$ cat src/rtl/reg_file_2r1w.sv
// rtl/reg_file_2r1w.sv - 32-entry two-read one-write register file with debug port and write counter
module reg_file_2r1w #(
    parameter int DATA_W  = 32,
    parameter int ADDR_W  = 5,
    parameter int ZERO_R0 = 1,
    parameter int BYPASS  = 1
) (
    input  logic              clk,
    input  logic              rst_n,
    input  logic [ADDR_W-1:0] rd_addr_a,
    input  logic [ADDR_W-1:0] rd_addr_b,
    output logic [DATA_W-1:0] rd_data_a,
    output logic [DATA_W-1:0] rd_data_b,
    input  logic              wr_en,
    input  logic [ADDR_W-1:0] wr_addr,
    input  logic [DATA_W-1:0] wr_data,
    input  logic [ADDR_W-1:0] dbg_addr,
    output logic [DATA_W-1:0] dbg_data,
    output logic [15:0]       wr_count
);

    localparam int DEPTH = 1 << ADDR_W;

    logic [DATA_W-1:0] mem [DEPTH];
    logic              commit;

    // Writes aimed at the hardwired zero register never reach storage or the counter.
    assign commit = wr_en && !((ZERO_R0 != 0) && (wr_addr == '0));

    always_ff @(posedge clk or negedge rst_n) begin
        if (!rst_n) begin
            for (int i = 0; i < DEPTH; i++) begin
                mem[i] <= '0;
            end
            wr_count <= '0;
        end else if (commit) begin
            mem[wr_addr] <= wr_data;
            if (wr_count != 16'hFFFF) begin
                wr_count <= wr_count + 16'd1;
            end
        end
    end

    // Priority: reset forces zero, then the r0 rule, then same-cycle write-through.
    function automatic logic [DATA_W-1:0] read_port(
        input logic [ADDR_W-1:0] addr,
        input logic [DATA_W-1:0] stored,
        input logic              live,
        input logic              we,
        input logic [ADDR_W-1:0] wa,
        input logic [DATA_W-1:0] wd
    );
        if (!live) begin
            return '0;
        end
        if ((ZERO_R0 != 0) && (addr == '0)) begin
            return '0;
        end
        if ((BYPASS != 0) && we && (addr == wa)) begin
            return wd;
        end
        return stored;
    endfunction

    assign rd_data_a = read_port(rd_addr_a, mem[rd_addr_a], rst_n, wr_en, wr_addr, wr_data);
    assign rd_data_b = read_port(rd_addr_b, mem[rd_addr_b], rst_n, wr_en, wr_addr, wr_data);
    assign dbg_data  = read_port(dbg_addr,  mem[dbg_addr],  rst_n, wr_en, wr_addr, wr_data);

endmodule

$ cat config.mk
export PLATFORM = sky130hd
export DESIGN_NAME = reg_file_2r1w
export DESIGN_NICKNAME = d
export VERILOG_FILES = /design/src/rtl/reg_file_2r1w.sv
export SDC_FILE = /design/constraint.sdc
export NUM_CORES = 2
export LEC_CHECK = 0
export BUFFER_PORTS_ARGS = -buffer_cell sky130_fd_sc_hd__buf_4
export CAP_MARGIN = 20
export CORE_MARGIN = 2
export CORE_UTILIZATION = 30
export DETAILED_ROUTE_END_ITERATION = 16
export GPL_TIMING_DRIVEN = 0
export PLACE_DENSITY = 0.44
export SLEW_MARGIN = 40
export SYNTH_ARGS = -nofsm -noshare
export SYNTH_HDL_FRONTEND = slang
export SYNTH_SLANG_ARGS = --single-unit
$ cat constraint.sdc
create_clock -name clk -period 4.51 [get_ports clk]
set_input_delay 0.6765 -clock clk [delete_from_list [all_inputs] [get_ports clk]]
set_output_delay 0.6765 -clock clk [all_outputs]
set_load 0.005 [all_outputs]
# Word level (Yosys, flattened, before mapping)
# Index checks and enable logic that the tools add are counted.
[op_classes]
n_addsub = 1
order_cmp = 5
eq_ne = 4
n_mux = 43
bitwise = 4
reduce_logical = 11
[ops]
columns = ["operator", "n"]
rows = [
  ["bitwise mux 1024 bit", 1],
  ["2-to-1 mux 32 bit", 23],
  ["binary-select mux 32 bit (select 5 bit)", 3],
  ["demux 32 bit (select 5 bit)", 1],
  ["greater-or-equal comparator 6 bit, second input constant", 4],
  ["NOT 5 -> 6 bit", 4],
  ["zero test 5 bit", 4],
  ["adder 16 x 1 -> 16 bit, second input constant", 1],
  ["inequality test 16 bit, second input constant", 1],
  ["equality test 5 bit", 3],
  ["2-to-1 mux 1 bit", 15],
  ["less-than comparator 6 x 1 -> 1 bit, second input constant", 1],
  ["logical AND 1 bit", 5],
  ["AND reduction 2 bit", 1],
  ["zero test 1 bit", 1],
]
[word_totals]
regBits = 1040
in_bits = 55
output_inout_bits = 112
elab_cells = 101

# Depth between registers and ports, before layout
[logic_depth]
ltp_word = 8
mapped_depth = 10
ltp_nobuf = 5

# Worst setup path after synthesis
# OpenSTA, ideal clock, no wires.
[synth_path]
path_kind = "input-to-output"
start = "input rd_addr_b[0]"
end = "output rd_data_b[10]"
arrival_time_ps = 2232
required_time_ps = 3833
path_slack_ps = 1601
path_stages = 7
n_path_buf = 3
cell_sequence = "buf_2 > buf_6 > buf_2 > mux4_2 > a22o_1 > a31oi_1 > a31oi_1"
[synth_via]
elab_chain_cells = 8
elab_cells_between_ends = 17
cone_classes = "eq/ne (1); mux (13); bitwise (1); reduce/logical (2)"
[synth_rtl]
columns = ["item", "line_no", "text"]
rows = [
  ["start: declaration", "11", "input logic [ADDR_W-1:0] rd_addr_b,"],
  ["parallel branches: the longest is 6 deep, another holds binary-select mux 32 bit (select 5 bit)", "--", ""],
  ["2-to-1 mux 32 bit *", "59", "if ((BYPASS != 0) && we && (addr == wa)) begin"],
  ["2-to-1 mux 32 bit *", "56", "if ((ZERO_R0 != 0) && (addr == '0)) begin"],
  ["end: declaration", "13", "output logic [DATA_W-1:0] rd_data_b,"],
]
# Mark *: on every way between the ends. The select of a mux whose other input is x is not followed.

# Final worst setup path
[layout_path]
start = "input rd_addr_a[1]"
end = "output rd_data_a[30]"
[layout_via]
elab_chain_cells = 8
elab_cells_between_ends = 17
cone_classes = "eq/ne (1); mux (13); bitwise (1); reduce/logical (2)"
[layout_rtl]
columns = ["item", "line_no", "text"]
rows = [
  ["start: declaration", "10", "input logic [ADDR_W-1:0] rd_addr_a,"],
  ["parallel branches: the longest is 6 deep, another holds binary-select mux 32 bit (select 5 bit)", "--", ""],
  ["2-to-1 mux 32 bit *", "59", ""],
  ["2-to-1 mux 32 bit *", "56", ""],
  ["end: declaration", "12", "output logic [DATA_W-1:0] rd_data_a,"],
]
# Marked as above.

==> reports/results.txt <==
status -> finished, violations left
violated checks -> negative setup slack
Die X-Extent -> 469 um
placed cells -> 7920
initial antenna violation count -> 53
CP max FO -> 10
minimum clock period -> 4740 ps
Synth cell types -> 58
Fin. Hold Viols -> 0
final antenna-violating net count -> 0
data arrival time of the worst path -> 4070 ps
Synth async-reset ratio -> 100%
Critical path destination -> rd_data_a[30]
Power Internal -> 22.1 mW
Max clock buf depth -> 3
layout cell share with drive strength beyond 1 -> 46.3%
Max transition margin -> 32.3%
vias in the first global route -> 51900
GRT Resource Usage Total -> 35.3%
global-route wire length before repair -> 515000 um
total clock sinks -> 1040
ys flop type -> dfrtp_1
CP endpoint kind -> primary output
Synth warnings -> 0
clock skew -> 24.4 ps
core area -> 215000 um^2
Area growth syn-to-layout -> 17.8%
commonest cells after routing, fill and taps aside -> dfrtp_1 (1040), mux2_2 (1035), mux2i_1 (606)
worst-margin pin slew -> 1010 ps
Reg clk slew, reported paths -> 60 ps
R2R Path End -> wr_count[1]$_DFFE_PN0P_
initial DRC count -> 7728
EDFF count, synth -> 0
Final Worst Setup Slack -> -234 ps
die area -> 220000 um^2
Reg2Reg Depth -> 5
largest family of logic cells by synthesized area -> multiplexers
CTS tree -> done
post-detail-place hpwl -> 296000 um
Final Cycle Share -> 105%
worst r2r src -> wr_count[7]$_DFFE_PN0P_
RSZ-0062 raised after global routing -> no
vias -> 53600
synthesized area per cell -> 13.4 um^2
required time worst endpoint -> 3830 ps
worst vdd ir -> 0.417 mV
placed instance area -> 71500 um^2
Synth area leader -> dfrtp_1
nets -> 5283
port bufs -> 157
drt total wl -> 397000 um
via/cell ratio -> 6.56
clock power share -> 33.7%
pre-CTS setup slack -> -736 ps
Net Switching -> 11.5 mW
Core Rows -> 170
total iterations of the first detailed-routing run -> 7
CP max stage cell -> clkbuf_1
Power, Total -> 33.6 mW
sequential area share after synthesis -> 40.0%
CP Launch Type -> primary input
Synth Area in Compound Gates -> 8.59%
Final GP Congestion -> 1.06
post-route design area -> 76500 um^2
Final Max Slew Viols -> 0
Setup violations, final -> 33
Max stage delay on crit path -> 760 ps
most common cell after layout, fill and taps aside -> dfrtp_1
DIE HEIGHT -> 469 um
most area-consuming cells after synthesis -> dfrtp_1 (40%), mux2_2 (18%), mux4_2 (17%)
WL per Instance -> 48.6 um
CTS buffer count -> 132
Root Driver -> clkbuf_16
Highest Clock Rate -> 211 MHz
TNS Setup -> -3020 ps
Top Ports -> 167
Synth Area in Adders -> 0.0192%
cell area after synthesis -> 65000 um^2
Finished Layout Cells -> 8181
pin count of the biggest net entering global routing -> 105
Flop pwr share -> 38.7%
Crit Path Category -> in2out
Post-Synthesis Cells -> 4863
xor/xnor share of the synthesized area -> 0.364%
PD cells -> 439 nW/um^2
top-area cell type share of the netlist area -> 40.0%
Syn Nets -> 4919
combinational fraction of design power -> 27.6%
worst path cell trace -> buf_4 -> buf_2 -> nor2b_2 -> clkbuf_1 -> a22oi_1 -> a31oi_1 -> a31oi_1 -> buf_4
simple-gate portion of the synthesized area -> 2.03%
H-Tree Depth -> 4
flops & latches, synth -> 1040
mux contribution to synthesized area -> 44.4%
Sw Ratio -> 34.1%
Worst Hold Class -> in2async
reg2reg setup slack -> 2490 ps
Starting Density -> 30.2%
total grt overflow -> 0
Max Cap Violations -> 0
Skew-Pair Late Insertion Delay -> 820 ps
CP Launch Point -> rd_addr_a[1]
drc violations -> 0
Leak -> 32.8 nW
-- Yosys cell counts (32+ instances only) --
| library cell | instances |
|---|---|
| dfrtp_1 | 1040 |
| o22ai_1 | 90 |
| clkbuf_1 | 292 |
| o221ai_1 | 110 |
| buf_2 | 107 |
| and2_1 | 32 |
| mux2_2 | 1035 |
| nand2_1 | 93 |
| buf_6 | 57 |
| buf_1 | 59 |
| a22o_1 | 54 |
| buf_4 | 57 |
| nor2_1 | 35 |
| a31oi_1 | 139 |
| o21ai_0 | 151 |
| mux4_2 | 480 |
| a22oi_1 | 124 |
| nand3_1 | 33 |
| mux2i_1 | 610 |
-- critical path, delay by kind of cell --
kind,cells,cell delay (ps)
simple gates,1,600
compound gates,3,1310
buf+inv,4,1460
-- final cells by class --
cell class / count / area, um^2
well taps: 2838 / 3550
clock inverters: 30 / 418
multi-input cells: 3246 / 36400
diodes: 19 / 47.5
plain buffers: 573 / 3270
clock buffers: 201 / 4030
inverters: 4 / 17.5
repair buffers: 230 / 2750
fillers: 21100 / 139000
flip-flops and latches: 1040 / 26000
-- kinds of logic (layout without fill, tap and decap cells) --
group | Yosys count | in the layout
buffers and inverters | 577 | 1038
other | 0 | 19
AOI/OAI and AO/OA | 797 | 797
xor gates and xnor gates | 27 | 27
and+or+nand+nor | 269 | 269
DFF | 1040 | 1040
adders and majority gates | 1 | 1
muxes | 2152 | 2152
-- stage by stage --
step | util [%] | hold WS [ps]
2_1_floorplan | - | 381
3_3_place_gp | 32.4 | 485
3_5_place_dp | 33.3 | 489
4_1_cts | 35.5 | 28.3
5_1_grt | 35.6 | 46.8
6_report | 35.6 | 16.0
-- how the worst min path moves through the flow --
stage                                        start                        to  slack [ps]  cells after the start
after floorplan                              rst_n        mem[0]$_DFFE_PN0P_         380                      0
after global placement    wr_count[12]$_DFFE_PN0P_  wr_count[12]$_DFFE_PN0P_         490                      1
after detailed placement  wr_count[12]$_DFFE_PN0P_  wr_count[12]$_DFFE_PN0P_         490                      1
after CTS                                    rst_n      mem[459]$_DFFE_PN0P_          30                      3
after global routing                         rst_n      mem[459]$_DFFE_PN0P_          50                      3
final                                        rst_n      mem[459]$_DFFE_PN0P_          20                      3
-- power groups by stage --
stage          logic (mW)  clock network (mW)  registers, mW
6_report             9.27                11.3           13.0
5_1_grt              9.45                11.8           13.2
2_1_floorplan        5.37                   0           12.4
3_3_place_gp         8.57                   0           13.0
3_5_place_dp         8.81                   0           13.1
4_1_cts              8.90                11.4           12.9
-- registers in the layout, indices dropped and copies added (netlist names) --
register and count:
mem 1024, wr_count 16
-- what timing repair did --
action | 4_1_cts | 5_1_grt
pin swaps | 1 | 0
setup buffers | 3 | 0
cloned | 1 | 0
hold endpoints to repair | 40 | 0
hold buffers | 5 | 0
setup endpoints to repair | 58 | 14
resized for setup | 67 | 13
-- metal layers --
layer  part of all wire [%]  global-route usage (%)  vias to the layer above
met5                  0.033                       0                        -
li1                       -                       -                    19900
met4                    8.1                    23.2                       20
met3                     12                    14.1                     1107
met2                     40                    49.0                     3813
met1                     39                    45.0                    28800
Note: power is estimated with default switching activity, not from simulation.
